## config.mk

```make
export PLATFORM = sky130hd
export DESIGN_NAME = prog_memory
export DESIGN_NICKNAME = d
export VERILOG_FILES = /design/src/rtl/prog_memory_pkg.sv /design/src/rtl/prog_mem_array.sv /design/src/rtl/prog_memory.sv
export SDC_FILE = /design/constraint.sdc
export NUM_CORES = 1
export LEC_CHECK = 0
export ABC_CLOCK_PERIOD_IN_PS = 1900
export BUFFER_PORTS_ARGS = -buffer_cell sky130_fd_sc_hd__buf_4
export CAP_MARGIN = 30
export CELL_PAD_IN_SITES_DETAIL_PLACEMENT = 0
export CELL_PAD_IN_SITES_GLOBAL_PLACEMENT = 2
export CORE_ASPECT_RATIO = 1.2
export CORE_UTILIZATION = 40
export CTS_CLUSTER_DIAMETER = 100
export DETAILED_ROUTE_END_ITERATION = 7
export GPL_TIMING_DRIVEN = 1
export PLACE_DENSITY_LB_ADDON = 0.1
export SYNTH_ARGS = -nofsm -noshare
export SYNTH_HDL_FRONTEND = slang
export SYNTH_SLANG_ARGS = --single-unit
export TNS_END_PERCENT = 1
```

## constraint.sdc

```tcl
create_clock -name clk -period 1.9 [get_ports clk]
set_input_delay 0.285 -clock clk [delete_from_list [all_inputs] [get_ports clk]]
set_output_delay 0.285 -clock clk [all_outputs]
set_load 0.01 [all_outputs]
```

## src/rtl/prog_memory_pkg.sv

```systemverilog
// Shared types and defaults for the writable program memory.
// DEPTH is derived from the address width so every user agrees on it.
package prog_memory_pkg;

   typedef enum logic {
      IDLE = 1'b0,
      LOAD = 1'b1
   } state_t;

   localparam int DEF_DATA_W = 8;
   localparam int DEF_ADDR_W = 4;
   localparam logic [DEF_DATA_W-1:0] DEF_NOP_WORD = 8'h00;

   function automatic int depth_of(input int addr_w);
      return 1 << addr_w;
   endfunction

   localparam int DEF_DEPTH = depth_of(DEF_ADDR_W);

endpackage

```

## src/rtl/prog_mem_array.sv

```systemverilog
// DEPTH x DATA_W program storage: one synchronous write port and one
// enabled, registered read port. Contents are deliberately not reset.
module prog_mem_array
   import prog_memory_pkg::*;
#(
   parameter int DATA_W = DEF_DATA_W,
   parameter int ADDR_W = DEF_ADDR_W
) (
   input  logic              clk,
   input  logic              we,
   input  logic [ADDR_W-1:0] waddr,
   input  logic [DATA_W-1:0] wdata,
   input  logic              re,
   input  logic [ADDR_W-1:0] raddr,
   output logic [DATA_W-1:0] rdata
);

   localparam int DEPTH = depth_of(ADDR_W);

   logic [DATA_W-1:0] mem [DEPTH];

   // rdata only moves on an accepted fetch, so it holds between fetches
   always_ff @(posedge clk) begin
      if (we) begin
         mem[waddr] <= wdata;
      end
      if (re) begin
         rdata <= mem[raddr];
      end
   end

endmodule

```

## src/rtl/prog_memory.sv

```systemverilog
// Writable program memory: run-time load port, one-cycle fetch port, and
// NOP masking of every address at or beyond the loaded program length.
//
//   state | meaning
//   IDLE  | fetches accepted, load port closed; load_start opens a load
//   LOAD  | words streamed in from address 0, fetches refused
module prog_memory
   import prog_memory_pkg::*;
#(
   parameter int                DATA_W   = DEF_DATA_W,
   parameter int                ADDR_W   = DEF_ADDR_W,
   parameter logic [DATA_W-1:0] NOP_WORD = DATA_W'(DEF_NOP_WORD)
) (
   input  logic              clk,
   input  logic              reset,
   input  logic              fetch_en,
   input  logic [ADDR_W-1:0] fetch_addr,
   output logic              fetch_ready,
   output logic [DATA_W-1:0] instr,
   output logic              instr_valid,
   input  logic              load_start,
   input  logic              load_valid,
   input  logic [DATA_W-1:0] load_data,
   input  logic              load_last,
   output logic              load_ready,
   output logic              load_done,
   output logic              load_err,
   output logic [ADDR_W:0]   prog_len
);

   localparam int                DEPTH     = depth_of(ADDR_W);
   localparam logic [ADDR_W:0]   DEPTH_LEN = (ADDR_W+1)'(DEPTH);
   localparam logic [ADDR_W:0]   LEN_ONE   = (ADDR_W+1)'(1);
   localparam logic [ADDR_W-1:0] PTR_ONE   = ADDR_W'(1);
   localparam logic [ADDR_W-1:0] LAST_ADDR = ADDR_W'(DEPTH - 1);

   state_t            state;
   logic [ADDR_W-1:0] wr_ptr;
   logic              nop_sel;
   logic [DATA_W-1:0] rd_data;
   logic              fetch_ok;
   logic              wr_en;
   logic              in_range;

   assign fetch_ready = (state == IDLE);
   assign load_ready  = (state == LOAD);
   assign fetch_ok    = fetch_en & fetch_ready;
   assign wr_en       = load_valid & load_ready;
   assign in_range    = ({1'b0, fetch_addr} < prog_len);

   prog_mem_array #(
      .DATA_W (DATA_W),
      .ADDR_W (ADDR_W)
   ) u_array (
      .clk   (clk),
      .we    (wr_en),
      .waddr (wr_ptr),
      .wdata (load_data),
      .re    (fetch_ok),
      .raddr (fetch_addr),
      .rdata (rd_data)
   );

   // The range decision is captured with the read so instr and its mask
   // always refer to the same fetch; nop_sel starts set so reset shows NOP.
   assign instr = nop_sel ? NOP_WORD : rd_data;

   always_ff @(posedge clk or posedge reset) begin
      if (reset) begin
         state       <= IDLE;
         wr_ptr      <= '0;
         prog_len    <= DEPTH_LEN;
         load_done   <= 1'b0;
         load_err    <= 1'b0;
         instr_valid <= 1'b0;
         nop_sel     <= 1'b1;
      end else begin
         load_done   <= 1'b0;
         instr_valid <= fetch_ok;
         if (fetch_ok) begin
            nop_sel <= ~in_range;
         end
         case (state)
            IDLE: begin
               if (load_start) begin
                  state    <= LOAD;
                  wr_ptr   <= '0;
                  load_err <= 1'b0;
               end
            end
            LOAD: begin
               if (load_valid) begin
                  wr_ptr <= wr_ptr + PTR_ONE;
                  if (load_last) begin
                     prog_len  <= {1'b0, wr_ptr} + LEN_ONE;
                     load_done <= 1'b1;
                     state     <= IDLE;
                  end else if (wr_ptr == LAST_ADDR) begin
                     prog_len  <= DEPTH_LEN;
                     load_err  <= 1'b1;
                     load_done <= 1'b1;
                     state     <= IDLE;
                  end
               end
            end
            default: state <= IDLE;
         endcase
      end
   end

endmodule

```

==> impl_metrics.json, run 1 <==
{
  "worst_r2r_endpoint": "u_array.mem[1][5]$_DFFE_PP_",
  "synth.net_count": 334,
  "clock-skew-final_ps": 7.83,
  "place.port_buffers": 35,
  "first_pass_iters": 4,
  "setup_viol": 0,
  "max_slew_margin_pct": 61.4,
  "synth.cells.most_frequent": "edfxtp_1 (136), a22oi_1 (17), and2_1 (17), mux4_2 (17), nand2_1 (16)",
  "worstHoldEndpoint": "load_err$_DFFE_PP0P_",
  "cp_cell_sequence": "nor3_1 > and2_1",
  "total_of_fill_cells_in_the_finished_design": 1257,
  "crit_path_start_kind": "register",
  "tritoncts_clock_tree": "done",
  "leakage_nw": 2.62,
  "fin_crit_ps": 1680,
  "final_layout_size_suffix_gt1_share_pct": 28.2,
  "p_per_area_nw_per_um2": 1130,
  "grt_pass1_vias": 3068,
  "synth_flop_cell": "edfxtp_1",
  "global_route.overflow_total": 0,
  "worstPathArrival_ps": 1730,
  "synth.cell_area_um2": 6010,
  "r2r_worst_path_depth": 2,
  "r2r_slack_ps": 220,
  "core_region_area_um2": 14500,
  "die_area_um2": 15500,
  "final_cells": 587,
  "synthDistinctLibCells": 35,
  "layout-area-overhead-vs-synth_pct": 21.5,
  "htree_num_levels": 4,
  "grt_max_degree": 20,
  "post-layout-total-power_mw": 8.25,
  "ys_warn_count": 0,
  "yosys-top-cells-area": "edfxtp_1 (68%), mux4_1 (6.6%), mux4_2 (6.4%)",
  "cts_made_buffers": 17,
  "max_slew_violations": 0,
  "type_of_element_capturing_the_critical_path": "register",
  "placed_cells": 554,
  "synth_cells": 309,
  "nets_final": 399,
  "cp.required_ps": 1950,
  "track_usage_pct": 17.6,
  "crit_path_max_incr_delay_ps": 500,
  "place.detailed.hpwl_um": 8240,
  "timing.max_cap.violations": 0,
  "max-vdd-ir-drop_mv": 0.657,
  "timing.critical_path.fanout_max": 9,
  "post_drt_via_cell_ratio": 5.11,
  "synthMostInstantiatedCell": "edfxtp_1",
  "vias": 2999,
  "criticalPathCategory": "register to register",
  "cts_resized": 0,
  "avgSynthCellArea_um2": 19.5,
  "core.rowCount": 48,
  "antenna_cells_inserted": 0,
  "layout_worst_path_cycle_share_pct": 88.5,
  "ant_nets": 0,
  "ys_ff_latch": 150,
  "gpl.final_weighted_congestion": 0.721,
  "max_slew.worst_pin.slew_ps": 579,
  "min_path_type": "input pin to register",
  "synth_top_area_cell": "edfxtp_1",
  "chipWidth_um": 114,
  "rsz0062_at_grt": "false",
  "cts_num_sinks": 150,
  "portion_of_synthesized_cell_area_occupied_by_the_leading_cell_type_pct": 67.9,
  "antenna_violations_before_repair": 0,
  "hold-path-cell-count": 2,
  "drt_iter0_drc": 258,
  "initial_core_util_pct": 41.4,
  "reg2reg_from": "wr_ptr[3]$_DFFE_PP0P_",
  "ports_placed_on_the_boundary": 36,
  "synth_enable_flop_cells": 136,
  "outcome": "completed",
  "routed_wire_length_per_instance_um": 21.1,
  "clock_latency_ps": 420,
  "crit_slowest_cell": "and2_1",
  "wire_length_of_the_first_global_routing_pass_um": 18700,
  "yosysSeqAreaShare_pct": 73.8,
  "drcViolationCount": 0,
  "critical_path.startpoint": "wr_ptr[3]$_DFFE_PP0P_",
  "cts.clk_slew.worst_paths_ps": 60,
  "number_of_buffers_on_the_longest_clock_path": 2,
  "timing.hold.worst.start": "load_start",
  "dieHeight_um": 136,
  "routed_wirelength_um": 12400,
  "finalHoldViolations": 0,
  "timing.fmax_ghz": 0.595,
  "synthArstFlopShare_pct": 9.33,
  "cts_root_buffer": "clkbuf_16"
}
cell type report:
cell class | instances | area (µm²) | area share, %
clock buffer | 18 | 429 | 5.87
timing repair buffer | 59 | 558 | 7.64
sequential | 150 | 4440 | 60.7
inverter | 11 | 41.3 | 0.565
clock inverter | 14 | 153 | 2.09
tap | 200 | 250 | 3.43
multi-input combinational | 135 | 1440 | 19.7
state kept, by name, summed over array words and instances (netlist names):
name / count
load_ready: 1
u_array.mem: 128
load_err: 1
instr_valid: 1
nop_sel: 1
wr_ptr: 4
prog_len: 5
load_done: 1
u_array.rdata: 8
worst max-delay path: cells and delay by family, from the launching register on:
family	cells	cell delay (ps)
flip-flops	1	470
AND/OR/NAND/NOR	2	840
through the flow:
stage | instance area [µm²] | utilization, % | TNS, ps | hold WS [ps] | setup slack (ps)
2_1_floorplan | 6010 | - | 0 | 173 | 273
3_3_place_gp | 6710 | 46.2 | -18.6 | 377 | -18.6
3_5_place_dp | 6710 | 46.2 | -40.7 | 385 | -40.7
4_1_cts | 7310 | 50.3 | 0 | 15.7 | 171
5_1_grt | 7310 | 50.3 | 0 | 41.5 | 134
6_report | 7310 | 50.3 | 0 | 38.1 | 219
metal layers:
| layer | vias up | track usage, % | part of all wire, % |
|---|---|---|---|
| met5 | - | 0 | 0 |
| met4 | 0 | 6.49 | 1.3 |
| met3 | 11 | 4.68 | 5.2 |
| met2 | 67 | 26.1 | 47 |
| met1 | 1541 | 24.9 | 47 |
| li1 | 1380 | - | - |
logic make-up after synthesis:
| group | after synthesis | share of synthesized area (%) |
|---|---|---|
| multiplexers | 32 | 12.9 |
| adder cells (fa/ha/maj) | 7 | 1.46 |
| XOR/XNOR | 1 | 0.146 |
| buffers and inverters | 24 | 2.31 |
| AND/OR/NAND/NOR | 58 | 5.24 |
| flip-flops | 150 | 73.8 |
| AO/OA/AOI/OAI | 37 | 4.14 |
how the worst max path moves through the flow:
stage               cells after the start                     endpoint
CTS                                     2  u_array.mem[1][5]$_DFFE_PP_
global route                            2  u_array.mem[1][5]$_DFFE_PP_
floorplan                               5  u_array.mem[7][0]$_DFFE_PP_
global placement                        6   u_array.rdata[6]$_DFFE_PP_
detailed placement                      6   u_array.rdata[6]$_DFFE_PP_
finish                                  2  u_array.mem[1][5]$_DFFE_PP_
layout by cell type, fill, tap and decap left out, drive strengths merged, types with 2 or more instances in the layout:
| cell type | netlist | final |
|---|---|---|
| o22ai | 2 | 2 |
| buf | 7 | 58 |
| and2 | 17 | 17 |
| nor2 | 4 | 4 |
| nor2b | 11 | 11 |
| nand2 | 16 | 16 |
| a31oi | 2 | 2 |
| inv | 11 | 13 |
| ha | 7 | 7 |
| mux4 | 32 | 32 |
| a21o | 2 | 2 |
| o21ai | 6 | 6 |
| bufinv | 0 | 2 |
| a22oi | 17 | 17 |
| a21oi | 4 | 4 |
| edfxtp | 136 | 136 |
| dfrtp | 12 | 12 |
| clkbuf | 3 | 18 |
| and3 | 4 | 4 |
| clkinvlp | 0 | 4 |
| dfstp | 2 | 2 |
| clkinv | 0 | 6 |
where the power goes:
group / leakage, nW / switching, mW / internal [mW]
Sequential: 1.40 / 0.123 / 3.86
Clock: 0.273 / 1.33 / 1.94
Combinational: 0.947 / 0.541 / 0.459
Total: 2.62 / 1.99 / 6.26
what timing repair did:
item                                   4_1_cts  5_1_grt
buffers inserted                             0        0
endpoints found under the hold margin       12        0
hold buffers                                 1        0
Power figures use the tool's default switching activity.
==> inputs of run 2 (changes only) <==
PLACE_DENSITY = 0.76   (was default)
PLACE_DENSITY_LB_ADDON = default   (was 0.1)
==> run 2 against run 1 <==
Routed wire length is 6.2% lower. First-iteration DRC count is 50% lower. Global-route usage is 1.2 points lower. Clock-buffer cell count is 1 lower. Combinational power hardly changed. Clock skew is 0.88 ps higher. Sequential share of layout area is 0.21 points higher. Cell area is 0.34% lower. Critical path depth is 1 higher. Non-clock buffer count is 5 higher. Worst hold slack better by 11 ps. Critical endpoint is now u_array.mem[15][1]$_DFFE_PP_. Largest cell class unchanged.
==> impl_metrics.json, run 2 (same netlist as run 1, synthesis figures left out) <==
{
  "gpl.final_weighted_congestion": 0.741,
  "most_frequent_standard_cell_in_the_layout_excluding_fill_and_tap_cells": "edfxtp_1",
  "chipWidth_um": 114,
  "crit_slowest_cell": "and2_1",
  "number_of_buffers_on_the_longest_clock_path": 2,
  "clock-skew-final_ps": 8.71,
  "worstPathArrival_ps": 1720,
  "first_pass_iters": 7,
  "largest_register_ffs": 128,
  "final.setup.tns_ps": 0,
  "fin_crit_ps": 1680,
  "htree_num_levels": 4,
  "core_region_area_um2": 14500,
  "cts_resized": 0,
  "cp.required_ps": 1940,
  "reg2reg_from": "wr_ptr[1]$_DFFE_PP0P_",
  "routed_wire_length_per_instance_um": 19.6,
  "final_cell_mix": "edfxtp_1 (136), buf_4 (56)",
  "leakage_nw": 2.63,
  "drt_iter0_drc": 130,
  "place_area_um2": 6730,
  "clock_latency_ps": 410,
  "groute.layer.met2.usage_pct": 27.7,
  "cp_cell_sequence": "ha_1 > and3_1 > and2_1",
  "layout_worst_path_cycle_share_pct": 88.4,
  "timing.critical_path.fanout_max": 10,
  "cts_root_buffer": "clkbuf_16",
  "place.detailed.hpwl_um": 8050,
  "post-layout-total-power_mw": 8.02,
  "total_of_fill_cells_in_the_finished_design": 1216,
  "final_layout_size_suffix_gt1_share_pct": 28.8,
  "final_cell_area_um2": 7280,
  "nets_final": 404,
  "max_slew.worst_pin.slew_ps": 632,
  "ant_nets": 0,
  "grt.met3_usage_pct": 3.74,
  "dieHeight_um": 136,
  "rsz0062_at_grt": "false",
  "type_of_element_capturing_the_critical_path": "register",
  "setup_viol": 0,
  "wire_length_of_the_first_global_routing_pass_um": 18000,
  "outcome": "completed",
  "ports_placed_on_the_boundary": 36,
  "crit_path_start_kind": "register",
  "global_route.overflow_total": 0,
  "post_drt_via_cell_ratio": 5.07,
  "max_slew_violations": 0,
  "criticalPathCategory": "register to register",
  "timing.max_cap.violations": 0,
  "hold_slack_ps": 49.3,
  "routed_wirelength_um": 11600,
  "finalHoldViolations": 0,
  "cts_num_sinks": 150,
  "largest_register": "u_array.mem",
  "track_usage_pct": 16.4,
  "top_regs": "u_array.mem x128, u_array.rdata x8, prog_len x5",
  "crit_path_max_incr_delay_ps": 530,
  "max_slew_margin_pct": 57.9,
  "layout-area-overhead-vs-synth_pct": 21.1,
  "die_area_um2": 15500,
  "layer_with_the_highest_usage": "met2",
  "drcViolationCount": 0,
  "timing.fmax_ghz": 0.596,
  "cts_made_buffers": 17,
  "antenna_cells_inserted": 0,
  "min_path_type": "input pin to register",
  "cts.clk_slew.worst_paths_ps": 60,
  "max-vdd-ir-drop_mv": 0.566,
  "antenna_violations_before_repair": 0,
  "critical_path.startpoint": "wr_ptr[1]$_DFFE_PP0P_",
  "place.port_buffers": 35,
  "grt_pass1_vias": 3164,
  "vias": 3000,
  "grt_max_degree": 17,
  "p_per_area_nw_per_um2": 1100,
  "tritoncts_clock_tree": "done",
  "timing.hold.worst.start": "load_start",
  "core.rowCount": 48,
  "initial_core_util_pct": 41.4,
  "global_routing_usage_on_met1_pct": 20.7
}
==> run 2: where the power goes <==
group / switching [mW] / leakage [nW] / internal (mW)
combinational: 0.512 / 0.967 / 0.462
clock: 1.35 / 0.260 / 1.70
sequential: 0.144 / 1.40 / 3.86
total: 2.00 / 2.63 / 6.02
==> run 2: layer usage <==
metal  part of all wire (%)  vias to the layer above
met2                     52                       49
met4                    1.3                        0
met1                     43                     1559
met5                      0                        -
met3                    3.1                        9
li1                       -                     1383
==> run 2: final timing paths <==
check	to	slack (ps)	cells after the start
max	u_array.mem[15][1]$_DFFE_PP_	220	3
min	load_err$_DFFE_PP0P_	50	2
max reg2reg	u_array.mem[15][1]$_DFFE_PP_	220	3
min reg2reg	prog_len[0]$_DFFE_PP0P_	530	2
max in group asynchronous	prog_len[1]$_DFFE_PP0P_	1030	3
min in group asynchronous	wr_ptr[0]$_DFFE_PP0P_	500	3
==> run 2: metrics by stage <==
step	std cells	setup WS, ps	utilization [%]
2_1_floorplan	309	273	-
3_3_place_gp	559	39.5	46.3
3_5_place_dp	559	61.3	46.3
4_1_cts	592	195	50.1
5_1_grt	592	84.9	50.1
6_report	592	221	50.1
==> run 2: timing repair <==
item,in CTS,in global routing
endpoints found under the hold margin,12,0
buffers inserted,0,0
hold buffers,1,0
==> run 2: layout make-up <==
class | instances | area, µm² | area share [%]
timing repair buffer | 64 | 571 | 7.84
sequential | 150 | 4440 | 60.9
clock inverter | 15 | 119 | 1.63
clock buffer | 17 | 425 | 5.84
tap | 200 | 250 | 3.44
inverter | 11 | 41.3 | 0.567
multi-input combinational | 135 | 1440 | 19.7
==> run 2: worst max-delay path, delay by kind of cell (launching register included) <==
family,cells,cell delay [ps]
fa+ha+maj,1,190
simple gates,2,690
flops,1,410
